$ cat config.mk
export PLATFORM = sky130hd
export DESIGN_NAME = ysyx_25060173_mem_arbiter
export DESIGN_NICKNAME = d
export VERILOG_FILES = /design/src/rtl/ysyx_25060173_mem_arbiter.sv
export SDC_FILE = /design/constraint.sdc
export NUM_CORES = 1
export LEC_CHECK = 0
export ABC_AREA = 1
export ABC_CLOCK_PERIOD_IN_PS = 2400
export CAP_MARGIN = 30
export CELL_PAD_IN_SITES_DETAIL_PLACEMENT = 0
export CELL_PAD_IN_SITES_GLOBAL_PLACEMENT = 1
export CORE_UTILIZATION = 24
export CTS_BUF_LIST = sky130_fd_sc_hd__clkbuf_2 sky130_fd_sc_hd__clkbuf_4 sky130_fd_sc_hd__clkbuf_8
export DETAILED_ROUTE_END_ITERATION = 8
export GPL_TIMING_DRIVEN = 0
export PLACE_DENSITY = 0.93
export SETUP_SLACK_MARGIN = 0.02
export SLEW_MARGIN = 20
export SYNTH_ARGS = -nofsm -noshare
export SYNTH_HDL_FRONTEND = slang
export SYNTH_SLANG_ARGS = --single-unit
$ cat constraint.sdc
create_clock -name clk -period 2.4 [get_ports clk]
set_input_delay 0.72 -clock clk [delete_from_list [all_inputs] [get_ports clk]]
set_output_delay 0.72 -clock clk [all_outputs]
set_load 0.005 [all_outputs]
$ cat src/rtl/ysyx_25060173_mem_arbiter.sv
// ysyx_25060173_mem_arbiter: round-robin IFU/LSU arbiter for one SRAM-style port with a timeout watchdog
module ysyx_25060173_mem_arbiter #(
    parameter int TIMEOUT = 255,
    parameter int CNT_W   = 8
) (
    input  logic        clk,
    input  logic        reset,
    input  logic        ifu_req,
    input  logic [31:0] ifu_addr,
    output logic        ifu_gnt,
    output logic        ifu_rvalid,
    output logic [31:0] ifu_rdata,
    input  logic        lsu_req,
    input  logic        lsu_we,
    input  logic [31:0] lsu_addr,
    input  logic [31:0] lsu_wdata,
    input  logic [3:0]  lsu_wmask,
    output logic        lsu_gnt,
    output logic        lsu_rvalid,
    output logic [31:0] lsu_rdata,
    output logic        mem_req,
    output logic        mem_we,
    output logic [31:0] mem_addr,
    output logic [31:0] mem_wdata,
    output logic [3:0]  mem_wmask,
    input  logic        mem_ready,
    input  logic        mem_rvalid,
    input  logic [31:0] mem_rdata,
    output logic        err
);
    typedef enum logic [1:0] {IDLE, REQ, WAIT} state_e;
    localparam logic [CNT_W-1:0] TO      = CNT_W'(TIMEOUT);
    localparam logic [CNT_W-1:0] CNT_MAX = '1;
    state_e            state_q;
    logic              owner_q;
    logic              last_q;
    logic              we_q;
    logic [31:0]       addr_q;
    logic [31:0]       wdata_q;
    logic [3:0]        wmask_q;
    logic [CNT_W-1:0]  cnt_q;
    logic [CNT_W-1:0]  cnt_d;
    logic              pick_lsu;
    logic              grant;
    logic              rsp;
    logic              tmo;
    logic              done;
    // owner encoding: 1 = LSU; on conflict the requester that did not go last wins
    always_comb begin
        pick_lsu = lsu_req & (~ifu_req | ~last_q);
        grant    = reset & (state_q == IDLE) & (ifu_req | lsu_req);
        rsp      = (state_q == WAIT) & mem_rvalid;
        tmo      = (TIMEOUT != 0) & (state_q != IDLE) & (cnt_q == TO) & ~rsp;
        done     = rsp | tmo;
        cnt_d    = (cnt_q == CNT_MAX) ? cnt_q : cnt_q + CNT_W'(1);
    end
    assign ifu_gnt    = grant & ~pick_lsu;
    assign lsu_gnt    = grant & pick_lsu;
    assign ifu_rvalid = done & ~owner_q;
    assign lsu_rvalid = done & owner_q;
    assign ifu_rdata  = (rsp & ~owner_q) ? mem_rdata : 32'd0;
    assign lsu_rdata  = (rsp & owner_q & ~we_q) ? mem_rdata : 32'd0;
    assign err        = tmo;
    assign mem_req    = (state_q == REQ);
    assign mem_we     = we_q;
    assign mem_addr   = addr_q;
    assign mem_wdata  = wdata_q;
    assign mem_wmask  = wmask_q;
    // transaction FSM: capture winner payload, present it, await response or timeout
    always_ff @(posedge clk or negedge reset) begin
        if (!reset) begin
            state_q <= IDLE;
            owner_q <= 1'b0;
            last_q  <= 1'b1;
            we_q    <= 1'b0;
            addr_q  <= 32'd0;
            wdata_q <= 32'd0;
            wmask_q <= 4'd0;
            cnt_q   <= '0;
        end else begin
            case (state_q)
                IDLE: if (ifu_req | lsu_req) begin
                    owner_q <= pick_lsu;
                    last_q  <= pick_lsu;
                    addr_q  <= pick_lsu ? lsu_addr : ifu_addr;
                    we_q    <= pick_lsu & lsu_we;
                    wdata_q <= pick_lsu ? lsu_wdata : 32'd0;
                    wmask_q <= (pick_lsu & lsu_we) ? lsu_wmask : 4'd0;
                    cnt_q   <= '0;
                    state_q <= REQ;
                end
                REQ: begin
                    cnt_q   <= cnt_d;
                    state_q <= tmo ? IDLE : (mem_ready ? WAIT : REQ);
                end
                WAIT: begin
                    cnt_q   <= cnt_d;
                    state_q <= done ? IDLE : WAIT;
                end
                default: state_q <= IDLE;
            endcase
        end
    end
endmodule

---- After elaboration in Yosys (flattened, before gate mapping) ----
Cells that the tools add are included.
W data, S select, Z words.
word-level totals
  bits in registers ....................... 81
  input bits .............................. 139
  output and inout port bits .............. 139
  word-level logic and storage cells ...... 56
cells by class
  reduce and logical (&&, ||, !) cells .... 6
  eq/ne operators ......................... 5
  bitwise logic cells ..................... 23
  mux-type cells .......................... 13
  add/sub/neg operators ................... 1
operators with widths
  operator               number
  $mux W32               4
  $mux W8                2
  $pmux W8 S2            1
  $and A1 B1 Y1          14
  $add A8 B1 Y8 const B  1
  $eq A8 B8 Y1 const B   1
  $mux W2                4
  $not A1 Y1             6
  $pmux W2 S3            1
  $mux W4                1
  $reduce_bool A2 Y1     2
  $or A1 B1 Y1           3
  $reduce_and A3 Y1      1
  $eq A2 B1 Y1 const B   1
  $eq A2 B2 Y1 const B   1
  $logic_not A2 Y1       1
  $ne A2 B1 Y1 const B   1
  $ne A2 B2 Y1 const B   1
  $reduce_and A2 Y1      1
  $reduce_or A2 Y1       1

---- Longest topological paths before layout ----
Gate-level depths: netlist of the first run.
  depth after elaboration ................. 7
  mapped depth ............................ 10
  mapped depth without buffers ............ 8

---- Worst setup path after synthesis of the first run ----
OpenSTA, ideal clock, no wires.
  kind .................................... input to output
  start ................................... input lsu_req
  end ..................................... output lsu_gnt
  stages on the path ...................... 5
  data arrival time ....................... 1.386 ns
  required time ........................... 1.680 ns
  path slack .............................. 0.294 ns
  buffers on the path ..................... 1
  cells stage by stage .................... inv_1 a21oi_2 clkbuf_1 nand2_1 nor2_1
on the way
  cells in the longest elaborated chain, start to end .. 3
  elaborated cells between the ends (all ways) .. 4
  classes of those cells .................. bitwise: 4
ends and longest elaborated chain
  what             RTL line  text
  start, declared  13        input logic lsu_req,
  $or A1 B1 Y1     51        grant = reset & (state_q == IDLE) & (ifu_req | lsu_req);
  $and A1 B1 Y1    51
  $and A1 B1 Y1 *  58        assign lsu_gnt = grant & pick_lsu;
  end, declared    18        output logic lsu_gnt,
Mark *: on every way between the ends. The rest lies on a longest branch, timed or not.

---- Final worst setup path of the first run ----
  start ................................... register state_q[0]
  end ..................................... output lsu_rdata[19]
on the way
  cells in the longest elaborated chain, start to end .. 5
ends and longest elaborated chain
  what                         RTL line  text
  start, declared              34        state_e state_q;
  start signal, assigned       94        state_q <= tmo ? IDLE : (mem_ready ? WAIT : REQ);
  start signal, assigned       98        state_q <= done ? IDLE : WAIT;
  $eq A2 B2 Y1                 52        rsp = (state_q == WAIT) & mem_rvalid;
  $and A1 B1 Y1                52
  $and A1 B1 Y1 (2 in series)  62        assign lsu_rdata = (rsp & owner_q & ~we_q) ? mem_rdata : 32'd0;
  $mux W32                     62
  end, declared                20        output logic [31:0] lsu_rdata,
Every way passes these cells.

==> results of run 1 <==
cell usage in the layout (no fill, tap or decap), types with 2 or more instances in the layout:
cell type        instances
clkdlybuf4s50_1        203
nand2_1                137
dfrtp_1                 80
buf_2                   75
nor2_1                  73
o21ai_0                 61
inv_1                   50
nand3_1                 41
buf_6                   29
nor2_4                  23
buf_4                   19
clkbuf_8                16
o21ai_1                 15
nor2_2                  12
clkbuf_1                12
inv_2                    6
buf_8                    6
nand2_4                  4
dlygate4sd2_1            4
nand4_1                  3
clkinv_2                 3
diode_2                  2
nand2_2                  2
inv_6                    2
nand3_4                  2
clkbuf_16                2
o21bai_1                 2
o21ai_2                  2
ha_2                     2
ha_1                     2
buf_12                   2
metal layers:
layer	track usage (%)	vias up
met4	6.19	0
met5	0	-
li1	-	2421
met3	5.94	23
met2	33.5	195
met1	20.9	2251
kinds of logic after synthesis:
group                    Yosys count
AO/OA/AOI/OAI                     81
adder cells (fa/ha/maj)            5
buffers and inverters             90
flip-flops                        81
AND/OR/NAND/NOR                  302
flip-flops by register name, summed over array words and instances (netlist names):
register   flops
mem_wmask      4
cnt_q          8
last_q         1
mem_addr      32
mem_wdata     32
owner_q        1
state_q        2
mem_we         1
worst paths after layout:
kind	startpoint	endpoint	depth (start not counted)
setup / recovery	state_q[0]$_DFFE_PN0P_	lsu_rdata[19]	9
hold / removal	reset	mem_we$_DFFE_PN0P_	1
setup reg to reg	state_q[1]$_DFFE_PN0P_	mem_addr[25]$_DFFE_PN0P_	12
hold reg to reg	mem_wdata[5]$_DFFE_PN0P_	mem_wdata[5]$_DFFE_PN0P_	2
max in group asynchronous	reset	mem_wdata[15]$_DFFE_PN0P_	2
min in group clk	mem_wdata[5]$_DFFE_PN0P_	mem_wdata[5]$_DFFE_PN0P_	2
power by group through the flow:
stage                     clock (mW)  combinational [mW]  sequential [mW]
after global placement             0                3.32             2.24
after floorplan                    0                1.35             2.29
after detailed placement           0                3.34             2.27
after global routing            1.15                4.20             2.32
after CTS                       1.11                3.71             2.25
final                           1.06                3.80             2.25
per-stage QoR:
stage,hold slack (ps),utilization (%),power (mW),instance area (um^2),setup WS (ps)
floorplan,424,-,3.64,4110,294
global placement,461,43.0,5.56,7160,-3530
detailed placement,464,43.2,5.61,7180,-1280
CTS,191,46.7,7.06,7770,-185
global route,196,48.2,7.67,8020,-278
finish,207,48.2,7.12,8020,-166
layout make-up:
cell class,count,share of cell area [%]
Timing Repair Buffer,331,38.1
Antenna cell,2,0.0624
Tap cell,220,3.43
Buffer,30,2.78
Inverter,58,2.84
Clock inverter,5,0.671
Multi-Input combinational cell,388,25.0
Clock buffer,11,1.89
Sequential cell,81,25.3
worst max-delay path, cell delays in order (launching register included):
cell and delay [ps]:
dfrtp_1 390, inv_2 90, ha_4 150, nand2_4 60, inv_6 80, nand3_4 150
clkbuf_8 210, buf_6 120, nor2_4 100, buf_2 120
repair_timing:
item                       4_1_cts  5_1_grt
pin swaps                       21        8
setup endpoints to repair       69       69
resized for setup              360       64
hold buffers                     0        0
cloned                           6        0
setup buffers                   40       11
==> results.toml, run 1 <==
[logic_synthesis]
synthAdderAreaFrac_pct = 1.52
syn_inst = 559
synth_top_area_cell = "dfrtp_1"
synthTopCellsByCount = "nand2_1, nor2_1, dfrtp_1"
avgSynthCellArea_um2 = 7.35
synth_cell_types = 27
synth_mux_area_share_pct = 0
yosysWarnings = 0
synthSimpleGateAreaFrac_pct = 30.1
synth_edf_count = 0
synthXorXnorAreaFrac_pct = 0
synthTopCellsByArea = "dfrtp_1, nand2_1, nor2_1"
ys_seq_area_share_pct = 49.4
async_reset_ff_share_pct = 100
synth-compound-area-share_pct = 10.3
synth_top_area_share_pct = 48.7
synth.ff_latch_count = 81
synth_flop_cell = "dfrtp_1"
synthMostInstantiatedCell = "nand2_1"
syn-cell-area_um2 = 4110
syn-num-nets = 703
synth_top_family_by_area = "simple AND/OR/NAND/NOR gates"

[detailed_routing]
wl_um = 16600
vias_per_cell = 4.34
wl_met1_um = 6250
vias = 4890
topRoutingLayerUsed = "met4"
drcViolationCount = 0
dr_wl_met2_um = 8640
wl_met3_um = 1410
final_antenna_net_count = 0
wl_per_cell_um = 14.7
first_iter_violations = 126
drt_first_pass_iters = 4

[power_and_ir_drop]
p_per_area_nw_per_um2 = 887
p_int_mw = 4.46
clkPwrFrac_pct = 14.9
power_frac_comb_pct = 53.4
total_leakage_power_nw = 3.92
swShare_pct = 37.3
seq_power_share_pct = 31.7
ir_worst_vdd_mv = 0.413
p_sw_mw = 2.65

[place]
place.gp.congestion = 0.769
port_buffers = 277
dp_cells = 1057
dp_hpwl_um = 11600

[cts]
clockBufferDepth = 2
cts_root_buffer = "clkbuf_8"
cts_tree = "done"
cts-htree-levels = 3
cts-buffers-inserted = 9
clkTransAtPathRegs_ps = 90
cts.sinks = 81
clkLatencyLatePin_ps = 370

[cells_and_area]
ff_latch_area_um2 = 2030
drive_above_1_share_pct = 24.1
multiInputGateArea_um2 = 2000
nNetsFinal = 1043
fillers = 1639
stdcell_count = 1126
synthToLayoutAreaGrowth_pct = 95.2

[worst_hold_path]
hold_path.class = "input pin to asynchronous set/reset pin"

[setup_path]
worstSetupPathType = "flop to output pin"
crit_arrival_ps = 1850
startpoint_type = "flop"
required_ps = 1680
reg2reg_slack_ps = 260
setup.worst_path.end_class = "output pin"
cp_max_fo = 7

[floorplanning]
core.rowCount = 47
die_h_um = 133
start_util_pct = 24.7
io_pins = 278
die_width_um = 133
core_area_um2 = 16600
dieArea_um2 = 17600

[timing]
fin_crit_ps = 2570
setup_viol = 55
hold_violations = 0
fin_skew_ps = 7.05
maxSlewViolCount = 0
max_slew_margin_pct = 58.6
fmax_mhz = 390
finalCritPeriodShare_pct = 107
setup_ws_ps = -166
tns_ps = -4780
rsz0062_at_grt = "true"
worstMarginPinSlew_ps = 620

[global_route]
grt_pass1_wl_um = 25600
grt_pass1_vias = 4838
gr-total-overflow = 0
grt_max_degree = 35
antenna_found_initial = 1
grt_use_total_pct = 18.7

[job]
cap_violations = 0

[outcome]
outcome = "finished, violations left"
violations = "setup timing"
(Power assumes the default switching activity.)
==> run 2, diff against run 1 <==
- CORE_MARGIN: default -> 2
==> run 2 against run 1 <==
Net effect: the flow still finishes with violations (setup timing); clock-buffer cell count grew 2; via count rose by 0.67%; power down 0.70%; sequential cell count unchanged; sequential share of layout area hardly changed; global-route usage down 0.45 points; die area rose by 3.0%; maximum frequency rose by 1.7%; first-iteration DRC count is 1.6% higher; clock power decreased by 6%; register-to-register slack better by 70 ps; sequential power about the same.
==> results.toml, run 2 (synthesis gave the netlist of run 1 again) <==
[outcome]
outcome = "finished, violations left"
violations = "setup timing"

[detailed_routing]
final_antenna_net_count = 0
drt_first_pass_iters = 4
wl_per_cell_um = 15.3
first_iter_violations = 128
vias_per_cell = 4.36
wl_um = 17300
drcViolationCount = 0
vias = 4923

[worst_hold_path]
hold_path.class = "input pin to asynchronous set/reset pin"

[timing]
setup_ws_ps = -124
whs_ps = 201
worstMarginPinSlew_ps = 570
tns_ps = -2410
fmax_mhz = 396
setup_viol = 40
maxSlewViolCount = 0
fin_skew_ps = 10.2
rsz0062_at_grt = "true"
hold_violations = 0
max_slew_margin_pct = 62.0
finalCritPeriodShare_pct = 105
fin_crit_ps = 2520

[global_route]
antenna_found_initial = 0
gr-total-overflow = 0
grt_max_degree = 42
grt_pass1_wl_um = 25800
grt_pass1_vias = 4864
grt_use_total_pct = 18.3

[floorplanning]
die_width_um = 135
io_pins = 278
start_util_pct = 24.7
core_area_um2 = 16600
core.rowCount = 47
dieArea_um2 = 18200
die_h_um = 135

[place]
port_buffers = 277
place.gp.congestion = 0.781
placed_cell_area_um2 = 7180
dp_hpwl_um = 12300

[cells_and_area]
stdcell_area_um2 = 8010
final_cell_mix = "clkdlybuf4s50_1, nand2_1, dfrtp_1, nor2_1, buf_2"
nNetsFinal = 1047
synthToLayoutAreaGrowth_pct = 95.0
drive_above_1_share_pct = 24.1
layout_commonest_cell = "clkdlybuf4s50_1"
final_core_util_pct = 48.1
diodes = 0

[cts]
cts-htree-levels = 3
clockBufferDepth = 2
clkTransAtPathRegs_ps = 90
clkLatencyLatePin_ps = 350
cts_tree = "done"
cts_root_buffer = "clkbuf_8"
cts-buffers-inserted = 9
cts.sinks = 81

[power_and_ir_drop]
total_leakage_power_nw = 3.96
p_per_area_nw_per_um2 = 882
ir_worst_vdd_mv = 0.365
p_total_mw = 7.07

[setup_path]
setup.worst_path.end_class = "output pin"
crit_arrival_ps = 1800
critPathBufInv = 5
worstPathCellList = "inv_2, ha_4, nand2_4, inv_4, nand3_4, clkbuf_8, buf_6, nor2_1, buf_2"
required_ps = 1680
max_stage_delay_ps = 400
worstSetupPathType = "flop to output pin"
cp_max_fo = 8
startpoint_type = "flop"
path_delay_family = "buffers and inverters"
crit_slowest_cell = "dfrtp_1"

[job]
cap_violations = 0
## run 2: metrics by stage
step	std cells	worst slack, ps
global route	1128	-221
global placement	1056	-3490
detailed placement	1057	-1250
CTS	1119	-128
finish	1128	-124
floorplan	559	294
## run 2: path summary, 6_finish.rpt
check	start	end	slack, ps	cells past startpoint
setup reg to reg	state_q[0]$_DFFE_PN0P_	mem_addr[24]$_DFFE_PN0P_	330	11
setup / recovery	state_q[0]$_DFFE_PN0P_	lsu_rdata[2]	-120	9
hold / removal	reset	mem_wdata[17]$_DFFE_PN0P_	200	1
max in group asynchronous	reset	mem_wdata[27]$_DFFE_PN0P_	1630	2
min in group clk	mem_wdata[19]$_DFFE_PN0P_	mem_wdata[19]$_DFFE_PN0P_	480	2
hold reg to reg	mem_wdata[19]$_DFFE_PN0P_	mem_wdata[19]$_DFFE_PN0P_	480	2
## run 2: area by class of cell
| type | instances | area, um^2 |
|---|---|---|
| clock buffer | 13 | 173 |
| buffer | 31 | 259 |
| timing repair buffer | 334 | 3070 |
| sequential | 81 | 2030 |
| tap | 220 | 275 |
| inverter | 58 | 225 |
| multi-input combinational | 388 | 1960 |
| fill | 1630 | 8630 |
| clock inverter | 3 | 22.5 |
## run 2: layer usage
layer,share of wire (%),vias up,global-route usage [%]
met5,0,-,0
met4,3.2,0,7.13
met3,9.6,30,5.89
met2,50,214,32.7
met1,37,2247,20.0
li1,-,2432,-
## run 2: report_power, final
group / switching, mW / total (mW) / internal [mW] / leakage [nW]
clock: 0.515 / 0.993 / 0.478 / 0.103
combinational: 1.83 / 3.83 / 2.00 / 2.83
sequential: 0.314 / 2.24 / 1.93 / 1.03
## run 2: worst register-to-register path: cells and delay by family, from the launching register on
| kind | cells | cell delay (ps) |
|---|---|---|
| flops | 1 | 400 |
| buf+inv | 7 | 1130 |
| fa+ha+maj | 1 | 120 |
| compound gates | 2 | 290 |
| simple gates | 1 | 50 |
## run 2: timing repair
action / CTS / global route
setup endpoints to repair: 69 / 69
cloned: 5 / 0
hold buffers: 0 / 0
gates resized for setup: 373 / 38
setup buffers: 42 / 10
pin swaps: 19 / 6
